<file path="src/rtl/adc_burst_packer.sv">
// ADC burst packer: pairs 32-bit sample words into 64-bit FWFT FIFO entries.
// Optional drop/packet statistics under `ADC_BURST_PACKER_STATS_EN.
module adc_burst_packer #(
   parameter int FIFO_DEPTH = 16
) (
   input  logic                          aclk,
   input  logic                          areset,
   input  logic                          s_axis_tvalid,
   input  logic                          s_axis_tlast,
   input  logic [31:0]                   s_axis_tdata,
   output logic                          m_axis_tvalid,
   input  logic                          m_axis_tready,
   output logic                          m_axis_tlast,
   output logic [63:0]                   m_axis_tdata,
   output logic [$clog2(FIFO_DEPTH):0]   fifo_level,
   output logic                          overflow,
   input  logic                          clear_overflow,
   output logic [31:0]                   drop_count,
   output logic [31:0]                   packet_count
);

   localparam int AW = $clog2(FIFO_DEPTH);
   localparam logic [AW:0] LVL_FULL = (AW+1)'(FIFO_DEPTH);
   localparam logic [AW:0] LVL_LAST = (AW+1)'(FIFO_DEPTH - 1);

   typedef enum logic [1:0] {
      IDLE,
      HALF,
      DISCARD
   } state_t;

   state_t        state;
   logic [31:0]   low_q;
   logic [64:0]   mem [FIFO_DEPTH];
   logic [AW-1:0] wr_ptr;
   logic [AW-1:0] rd_ptr;
   logic [AW:0]   level;

   logic        complete;
   logic [63:0] entry;
   logic        pop;
   logic        full;
   logic        drop;
   logic        push;
   logic        trunc;
   logic        push_last;
   logic [64:0] head;

   always_comb begin
      complete = 1'b0;
      entry    = {32'h0000_0000, s_axis_tdata};
      unique case (state)
         IDLE: complete = s_axis_tvalid && s_axis_tlast;
         HALF: begin
            complete = s_axis_tvalid;
            entry    = {s_axis_tdata, low_q};
         end
         default: ;
      endcase
   end

   assign pop       = m_axis_tvalid && m_axis_tready;
   assign full      = (level == LVL_FULL);
   assign drop      = complete && full && !pop;
   assign push      = complete && !drop;
   // Taking the last free slot mid-packet ends the packet early.
   assign trunc     = push && !pop && (level == LVL_LAST) && !s_axis_tlast;
   assign push_last = s_axis_tlast || trunc;

   always_ff @(posedge aclk) begin
      if (areset) begin
         state <= IDLE;
         low_q <= '0;
      end else begin
         unique case (state)
            IDLE: begin
               if (s_axis_tvalid && !s_axis_tlast) begin
                  low_q <= s_axis_tdata;
                  state <= HALF;
               end
            end
            HALF: begin
               if (s_axis_tvalid)
                  state <= ((drop || trunc) && !s_axis_tlast) ? DISCARD : IDLE;
            end
            DISCARD: begin
               if (s_axis_tvalid && s_axis_tlast)
                  state <= IDLE;
            end
            default: state <= IDLE;
         endcase
      end
   end

   always_ff @(posedge aclk) begin
      if (areset) begin
         wr_ptr <= '0;
         rd_ptr <= '0;
         level  <= '0;
      end else begin
         if (push)
            wr_ptr <= wr_ptr + 1'b1;
         if (pop)
            rd_ptr <= rd_ptr + 1'b1;
         if (push && !pop)
            level <= level + 1'b1;
         else if (pop && !push)
            level <= level - 1'b1;
      end
   end

   always_ff @(posedge aclk) begin
      if (push && !areset)
         mem[wr_ptr] <= {push_last, entry};
   end

   always_ff @(posedge aclk) begin
      if (areset)
         overflow <= 1'b0;
      else if (drop || trunc)
         overflow <= 1'b1;
      else if (clear_overflow)
         overflow <= 1'b0;
   end

   assign head          = mem[rd_ptr];
   assign m_axis_tvalid = (level != '0);
   assign m_axis_tdata  = m_axis_tvalid ? head[63:0] : 64'h0;
   assign m_axis_tlast  = m_axis_tvalid && head[64];
   assign fifo_level    = level;

`ifdef ADC_BURST_PACKER_STATS_EN
   logic [1:0]  drop_inc;
   logic [32:0] drop_sum;
   logic [32:0] pkt_sum;

   always_comb begin
      drop_inc = 2'd0;
      if (state == DISCARD && s_axis_tvalid)
         drop_inc = 2'd1;
      else if (drop)
         drop_inc = (state == HALF) ? 2'd2 : 2'd1;
   end

   assign drop_sum = {1'b0, drop_count} + {31'd0, drop_inc};
   assign pkt_sum  = {1'b0, packet_count} + 33'd1;

   always_ff @(posedge aclk) begin
      if (areset) begin
         drop_count   <= '0;
         packet_count <= '0;
      end else begin
         if (drop_inc != 2'd0)
            drop_count <= drop_sum[32] ? 32'hFFFF_FFFF : drop_sum[31:0];
         if (pop && m_axis_tlast)
            packet_count <= pkt_sum[32] ? 32'hFFFF_FFFF : pkt_sum[31:0];
      end
   end
`else
   assign drop_count   = 32'h0;
   assign packet_count = 32'h0;
`endif

endmodule
</file>
<file path="config.mk">
export PLATFORM = sky130hd
export DESIGN_NAME = adc_burst_packer
export DESIGN_NICKNAME = d
export VERILOG_FILES = /design/src/rtl/adc_burst_packer.sv
export SDC_FILE = /design/constraint.sdc
export NUM_CORES = 1
export LEC_CHECK = 0
export ABC_AREA = 0
export CAP_MARGIN = 20
export CORE_ASPECT_RATIO = 1.4
export CORE_MARGIN = 5
export CORE_UTILIZATION = 60
export DETAILED_ROUTE_END_ITERATION = 7
export GPL_TIMING_DRIVEN = 0
export PLACE_DENSITY = 0.84
export SYNTH_ARGS = -nofsm -noshare
export SYNTH_HDL_FRONTEND = slang
export SYNTH_SLANG_ARGS = --single-unit
</file>
<file path="constraint.sdc">
create_clock -name aclk -period 7.4 [get_ports aclk]
set_input_delay 0.74 -clock aclk [delete_from_list [all_inputs] [get_ports aclk]]
set_output_delay 0.74 -clock aclk [all_outputs]
set_load 0.02 [all_outputs]
</file>
# Yosys cells after proc, flatten, opt, wreduce, memory -nomap -nowiden
# Memory sizes are Yosys's and may differ from the RTL's. A register that Yosys moved wholly into a read port is not among the register bits.
# Index checks and enable logic that the tools add are counted.
[word_totals]
register_bits = 48
mem_bits_rw = 1040
input_bits = 38
output_inout_bits = 136
wordCells = 60
memories = 1
[classes]
add_sub_neg = 4
eq_ne = 7
n_mux = 16
n_reduce_logical = 26
[memory_table]
columns = ["name", "words", "word_bits", "read_ports", "rd_clocked_by_memory_dff", "write_ports", "line", "rtl"]
rows = [
  ["mem", 16, 65, 1, 1, 1, "34", "logic [64:0] mem [FIFO_DEPTH];"],
]
[op_table]
columns = ["cell", "n"]
rows = [
  ["$mux W64", 2],
  ["$logic_and A1 B1 Y1", 13],
  ["$mux W5", 2],
  ["$add A4 B1 Y4 const B", 2],
  ["$mux W2", 4],
  ["$mux W4", 2],
  ["$ne A2 B2 Y1 const B", 3],
  ["$pmux W2 S3", 1],
  ["$add A5 B1 Y5 const B", 1],
  ["$eq A5 B4 Y1 const B", 1],
  ["$eq A5 B5 Y1 const B", 1],
  ["$logic_not A1 Y1", 5],
  ["$reduce_bool A5 Y1", 1],
  ["$sub A5 B1 Y5 const B", 1],
  ["$mux W1", 4],
  ["$reduce_bool A2 Y1", 2],
  ["$reduce_and A3 Y1", 1],
  ["$eq A2 B1 Y1 const B", 1],
  ["$eq A2 B2 Y1 const B", 1],
  ["$logic_not A2 Y1", 1],
  ["$logic_or A1 B1 Y1", 2],
  ["$pmux W1 S2", 1],
  ["$reduce_and A2 Y1", 1],
]

# Depth between registers and ports, before layout
# Gate-level depths: netlist (run 1).
[depth]
word_depth = 14
depth_mapped = 10

# Worst setup path after synthesis (run 1)
# Ideal clock, no wire load.
[synth_path]
kind = "in2reg"
start = "input s_axis_tvalid"
end = "memory mem[3][0], enable pin"
setup_ps = 568
arrival_ps = 5996
slack_ps = 837
stages = 4
n_path_buf = 0
cell_sequence = "nand2b_1 -> a311oi_2 -> nand2_1 -> nor3_1"
[synth_via]
elab_chain_len = 9
[synth_lines]
columns = ["item", "line", "rtl"]
rows = [
  ["from (decl)", "8", "input logic s_axis_tvalid,"],
  ["$logic_and A1 B1 Y1", "53", "IDLE: complete = s_axis_tvalid && s_axis_tlast;"],
  ["$pmux W1 S2 (*)", "52", "unique case (state)"],
  ["$logic_and A1 B1 Y1 (2 in a row)", "64", "assign drop = complete && full && !pop;"],
  ["$logic_not A1 Y1", "65", "assign push = complete && !drop;"],
  ["$logic_and A1 B1 Y1 (*)", "65", ""],
  ["$logic_and A1 B1 Y1 (*)", "113", "if (push && !areset)"],
  ["$mux W1 (*)", "113", ""],
  ["$mux W1 (implied by the code) (*)", "114", "mem[wr_ptr] <= {push_last, entry};"],
  ["to (decl)", "34", ""],
]
# Mark *: on every way between the ends. The rest lies on a longest branch, timed or not.

==> impl_metrics.tcl, run 1 <==
set metrics [dict create \
    drt_iter0_markers 3324 \
    ctsRootBufferMaster "clkbuf_16" \
    path_cells "clkbuf_1 -> buf_2 -> buf_2 -> buf_1 -> mux2_2 -> a221o_1 -> clkdlybuf4s50_1" \
    rsz0062_at_grt "no" \
    yosysTopAreaCell "edfxtp_1" \
    status "complete, no violations" \
    crit_arrival_ps 4860 \
    drt_pass1_iterations 6 \
    io_buffers 109 \
    row_count 115 \
    wl_per_cell_um 33.4 \
    cp_max_fo 10 \
    netlist_area_mm2 0.0427 \
    setup_viol 0 \
    die_h_um 326 \
    floorplan.initialDensity_pct 60.6 \
    end_kind "output pin" \
    synth-seq-cells 1092 \
    fin_crit_sh_pct 75.6 \
    finalPower_uw 15400 \
    ctsLongestPathBuffers 3 \
    synth-compound-area-share_pct 2.27 \
    worstPathRequired_ps 6660 \
    via_count 23000 \
    peakVddDrop_mv 0.208 \
    clkTransAtPathRegs_ps 70 \
    relSlewSlack_pct 26.4 \
    yosysWarnings 0 \
    antenna_found_initial 3 \
    clk_latency_ps 670 \
    synth-xor-area-share_pct 0.103 \
    grt_use_total_pct 29.2 \
    dieArea_mm2 0.0766 \
    crit_top_cell "buf_2" \
    skew_ps 37.3 \
    drc_errors 0 \
    slowest_stage "buf_1" \
    cts_hold_buf 0 \
    grt_max_degree 48 \
    overflow 0 \
    drive_gt1_share_pct 26.5 \
    synthFlopType "edfxtp_1" \
    post_cts_buffers 0 \
    grt_pass1_vias 23800 \
    finalNonFillerCells 3394 \
    die_width_um 235 \
    coreArea_mm2 0.0704 \
    vias_per_cell 6.79 \
    ios 174 \
    nNetsFinal 2427 \
    synthToLayoutAreaGrowth_pct 14.7 \
    yosys.area_share.simple_pct 3.72 \
    place.gp.congestion 0.865 \
    finalSetupTns_ps 0 \
    p_leak_uw 0.0157 \
    synth_edf_count 1040 \
    hold_violations 0 \
    fin_util_pct 69.5 \
    min_period_ps 5600 \
    dp.cells 3222 \
    syn_inst 2067 \
    synthMuxAreaShare_pct 15.5 \
    yosysSeqAreaShare_pct 75.6 \
    fmax_mhz 179 \
    hold-worst-slack_ps 470 \
    post_cts_resized 0 \
    criticalPathCategory "reg -> out" \
    grt_pass1_wl_mm 163 \
    cts_sinks 1092 \
    slowest_delay_ps 740 \
    slew_violations 0 \
    drv_cap 0 \
    synthAdderAreaFrac_pct 0.311 \
    cts_buffers 91 \
    synth_area_leaders "edfxtp_1 73%, mux4_2 14%, dfxtp_1 2.4%" \
    async_reset_ff_share_pct 0 \
    hpwlAfterDp_mm 66.8 \
    wirelength_mm 113 \
    synth_top_family_by_area "multiplexers" \
    hold_path.class "reg -> reg" \
    powerDensity_mw_per_mm2 314 \
    avgSynthCellArea_um2 20.6 \
    startpoint_type "flip-flop" \
    worstMarginPinSlew_ps 1100 \
    synth.distinct_cells 46 \
    cts_tree "built" \
    h-tree-depth 3 \
    synth.top_cell.area_share_pct 73.2 \
    drtAntennaViolNets 0 \
]
## path summary, 6_finish.rpt
| path | startpoint | end | slack, ps | depth (start not counted) |
|---|---|---|---|---|
| worst max-delay path | flip-flop | m_axis_tdata[37] | 1800 | 7 |
| worst min-delay path | low_q[9]$_SDFFE_PP0P_ | low_q[9]$_SDFFE_PP0P_ | 470 | 2 |
| worst max register to register | fifo_level[0]$_SDFFE_PP0P_ | fifo_level[4]$_SDFFE_PP0P_ | 3730 | 10 |
| worst min register to register | low_q[9]$_SDFFE_PP0P_ | low_q[9]$_SDFFE_PP0P_ | 470 | 2 |
## critical path: cells and delay by family (launching register included)
kind            cells  cell delay, ps
mux                 1             430
compound gates      1             350
buf+inv             5            3070
flops               1             320
## placed cells by master, fill, tap and decap left out, types with 64 or more instances in the layout
cell type,count
mux4_2,259
buf_4,69
nor2b_1,68
mux2_2,66
clkbuf_1,78
nand2_1,166
clkbuf_16,95
edfxtp_1,1040
conb_1,64
clkdlybuf4s50_1,109
a221o_1,64
## kinds of logic (layout without fill, tap and decap cells)
| logic type | Yosys count | after routing |
|---|---|---|
| AOI/OAI and AO/OA | 118 | 118 |
| xor gates and xnor gates | 5 | 5 |
| adders and majority gates | 10 | 10 |
| buffers and inverters | 183 | 509 |
| DFF | 1092 | 1092 |
| muxes | 329 | 329 |
| other | 1 | 66 |
| and+or+nand+nor | 329 | 329 |
## Yosys cell counts, types with 8 or more instances
library cell	count
dfxtp_1	52
nor2b_1	68
mux2_2	66
a221o_1	64
ha_1	9
and2_1	32
buf_4	65
edfxtp_1	1040
and3_1	12
clkbuf_1	52
mux4_2	259
buf_6	8
nor2_1	20
buf_2	47
a21oi_1	38
nand2_1	166
## sequential cells by signal (all words and copies together), names as in the netlist, named ones only
register / cells
low_q: 32
state: 2
overflow: 1
mem: 1040
wr_ptr: 4
fifo_level: 5
rd_ptr: 4
## stage by stage
stage / instance area (um2) / setup WS, ps
final: 48900 / 1800
after global routing: 48900 / 1820
after CTS: 48900 / 1880
after detailed placement: 45900 / 2640
after global placement: 45200 / -5360
after floorplan: 42900 / 837
## where the power goes
part	internal, uW	switching, uW
logic	1660	1940
clock network	2710	2170
registers	6830	44.4
total	11200	4160
## layer usage
metal	vias up	GRT usage (%)	share of wire [%]
met3	463	6.14	11
met4	2	15.3	6.5
met5	-	0	0.014
li1	8900	-	-
met1	11700	35.5	31
met2	1944	49.7	51
## area by class of cell
type	count	area, um2
sequential	1092	32300
tap	936	1170
timing repair buffer	156	1760
fill	3842	21400
buffer	176	1020
multi-input combinational	855	9670
clock buffer	135	2670
clock inverter	35	333
antenna	2	5.00
inverter	7	26.3
Note: power is estimated with default switching activity, not from simulation.
==> run 2, diff against run 1 <==
--- a/config.mk
+++ b/config.mk
@@ -9,10 +9,10 @@
 export CAP_MARGIN = 20
 export CORE_ASPECT_RATIO = 1.4
 export CORE_MARGIN = 5
-export CORE_UTILIZATION = 60
+export CORE_UTILIZATION = 55
 export DETAILED_ROUTE_END_ITERATION = 7
 export GPL_TIMING_DRIVEN = 0
-export PLACE_DENSITY = 0.84
+export PLACE_DENSITY = 0.81
 export SYNTH_ARGS = -nofsm -noshare
 export SYNTH_HDL_FRONTEND = slang
 export SYNTH_SLANG_ARGS = --single-unit
==> constraint.sdc (replaced) <==
create_clock -name aclk -period 5.1 [get_ports aclk]
set_input_delay 0.51 -clock aclk [delete_from_list [all_inputs] [get_ports aclk]]
set_output_delay 0.51 -clock aclk [all_outputs]
set_load 0.02 [all_outputs]
==> run 2 against run 1 <==
  * Global-route usage decreased by 3.7 points
  * Hold slack got worse by 5.1 ps
  * Core utilization decreased by 6.3 points
  * Via count decreased by 4.6%
  * Flip-flop and latch count unchanged
  * Count of clock-buffer cells in the layout decreased by 17
  * Final cell count increased by 2.9%
  * Sequential power increased by 46%
  * Final area about the same
  * Wire length decreased by 6.3%
  * Sequential share of layout area about the same
  * Largest cell class unchanged
  * Largest power group unchanged
==> impl_metrics.tcl, run 2 (same netlist as run 1, synthesis figures left out) <==
set metrics [dict create \
    status "complete, no violations" \
    r2r-start "fifo_level[0]$_SDFFE_PP0P_" \
    hold_violations 0 \
    peakVddDrop_mv 0.300 \
    row_count 121 \
    endpoint "m_axis_tdata[51]" \
    mostFrequentLayoutCells "1,040 x edfxtp_1, 259 x mux4_2, 166 x nand2_1, 109 x clkdlybuf4s50_1, 93 x clkbuf_16" \
    drv_cap 0 \
    overflow 0 \
    fin_crit_sh_pct 98.1 \
    finalSetupTns_ps 0 \
    top_register "mem" \
    crit_top_cell "buf_2" \
    worstMarginPinSlew_ps 1090 \
    relSlewSlack_pct 26.5 \
    die_h_um 340 \
    via_count 22000 \
    slowest_delay_ps 830 \
    slowest_stage "dfxtp_1" \
    coreArea_mm2 0.0774 \
    drt_iter0_markers 2488 \
    place_ws_ps 537 \
    hpwlAfterDp_mm 65.7 \
    wirelength_mm 106 \
    p_leak_uw 0.0156 \
    grt_use_total_pct 25.5 \
    stdcell_area_mm2 0.0489 \
    place.gp.congestion 0.809 \
    drive_gt1_share_pct 26.1 \
    reg2regPathDepth 8 \
    vias_per_cell 6.30 \
    end_kind "output pin" \
    dieArea_mm2 0.0833 \
    r2r-end "mem[3][31]$_DFFE_PP_" \
    grt_max_degree 51 \
    antenna_found_initial 3 \
    drc_errors 0 \
    fin_ws_ps 96.6 \
    mostFrequentLayoutCell "edfxtp_1" \
    hold_path.class "reg -> reg" \
    clk_latency_ps 650 \
    skew_ps 19.5 \
    slew_violations 0 \
    floorplan.initialDensity_pct 55.2 \
    rsz0062_at_grt "no" \
    criticalPathCategory "reg -> out" \
    cts_tree "built" \
    cp_max_fo 11 \
    path_cells "buf_2 -> buf_2 -> clkbuf_1 -> mux2_2 -> a221o_1 -> clkdlybuf4s50_1" \
    ios 174 \
    rrSetupSlack_ps 1470 \
    grt_pass1_vias 23000 \
    fmax_mhz 200 \
    min_period_ps 5000 \
    powerDensity_mw_per_mm2 450 \
    setup_viol 0 \
    drtAntennaViolNets 0 \
    nNetsFinal 2420 \
    worstPathRequired_ps 4590 \
    placed_area_mm2 0.0460 \
    io_buffers 109 \
    grt_pass1_wl_mm 154 \
    drt_pass1_iterations 6 \
    cts_sinks 1092 \
    ctsLongestPathBuffers 3 \
    wl_per_cell_um 30.4 \
    synthToLayoutAreaGrowth_pct 14.7 \
    startpoint_type "flip-flop" \
    cts_buffers 90 \
    h-tree-depth 3 \
    crit_arrival_ps 4490 \
    ctsRootBufferMaster "clkbuf_16" \
    largest_reg_flops 1040 \
    die_width_um 245 \
    cts_hold_buf 0 \
    clkTransAtPathRegs_ps 70 \
]
[run 2: changes by cell type in the layout (fill, tap and decap cells not counted), sizes merged]
cell | before | now
diode | 2 | 4
inv | 8 | 11
buf | 171 | 166
bufinv | 6 | 7
clkbuf | 187 | 169
clkinv | 25 | 27
clkinvlp | 3 | 6
[run 2: worst min-delay path by stage]
stage	from	to	slack, ps	cells after the start
after global placement	low_q[21]$_SDFFE_PP0P_	low_q[21]$_SDFFE_PP0P_	440	2
after detailed placement	low_q[21]$_SDFFE_PP0P_	low_q[21]$_SDFFE_PP0P_	450	2
after CTS	low_q[21]$_SDFFE_PP0P_	low_q[21]$_SDFFE_PP0P_	460	2
after floorplan	low_q[0]$_SDFFE_PP0P_	low_q[0]$_SDFFE_PP0P_	440	2
final	low_q[26]$_SDFFE_PP0P_	low_q[26]$_SDFFE_PP0P_	460	2
after global routing	low_q[21]$_SDFFE_PP0P_	low_q[21]$_SDFFE_PP0P_	480	2
[run 2: through the flow]
step	hold slack, ps	cells	util (%)	total power [uW]
final	464	3491	63.2	22000
after global routing	478	3488	63.2	22700
after CTS	461	3487	63.2	22100
after detailed placement	451	3327	59.5	15300
after global placement	444	3284	58.6	15200
after floorplan	437	2130	-	13500
[run 2: per-layer routing]
layer,vias to the layer above,track usage [%],wire length [um]
li1,8890,-,-
met1,11400,30.8,34900
met2,1426,44.5,56200
met3,303,4.86,9950
met4,2,11.7,5030
met5,-,0,13
[run 2: layout make-up]
class,instances,area (um2)
Buffer,174,1020
Clock buffer,118,2500
Multi-Input combinational cell,855,9670
Antenna cell,4,10.0
Fill cell,4826,28400
Inverter,7,26.3
Timing Repair Buffer,152,1720
Sequential cell,1092,32300
Clock inverter,44,403
Tap cell,1045,1310
[run 2: power by group]
group / internal (uW) / total [uW] / switching [uW]
Sequential: 9910 / 10000 / 87.0
Combinational: 2400 / 5120 / 2720
Clock: 3810 / 6880 / 3070
[run 2: what timing repair did]
item                                    CTS  global route
endpoints found under the setup margin   40             4
pin swaps                                 0             0
gates resized for setup                   0             1
setup buffers                             0             0
[run 2: critical path, delay by kind of cell (launching register included)]
kind / cells / cell delay (ps)
buffers and inverters: 4 / 2210
flip-flops: 1 / 830
multiplexers: 1 / 450
AO/OA/AOI/OAI: 1 / 330
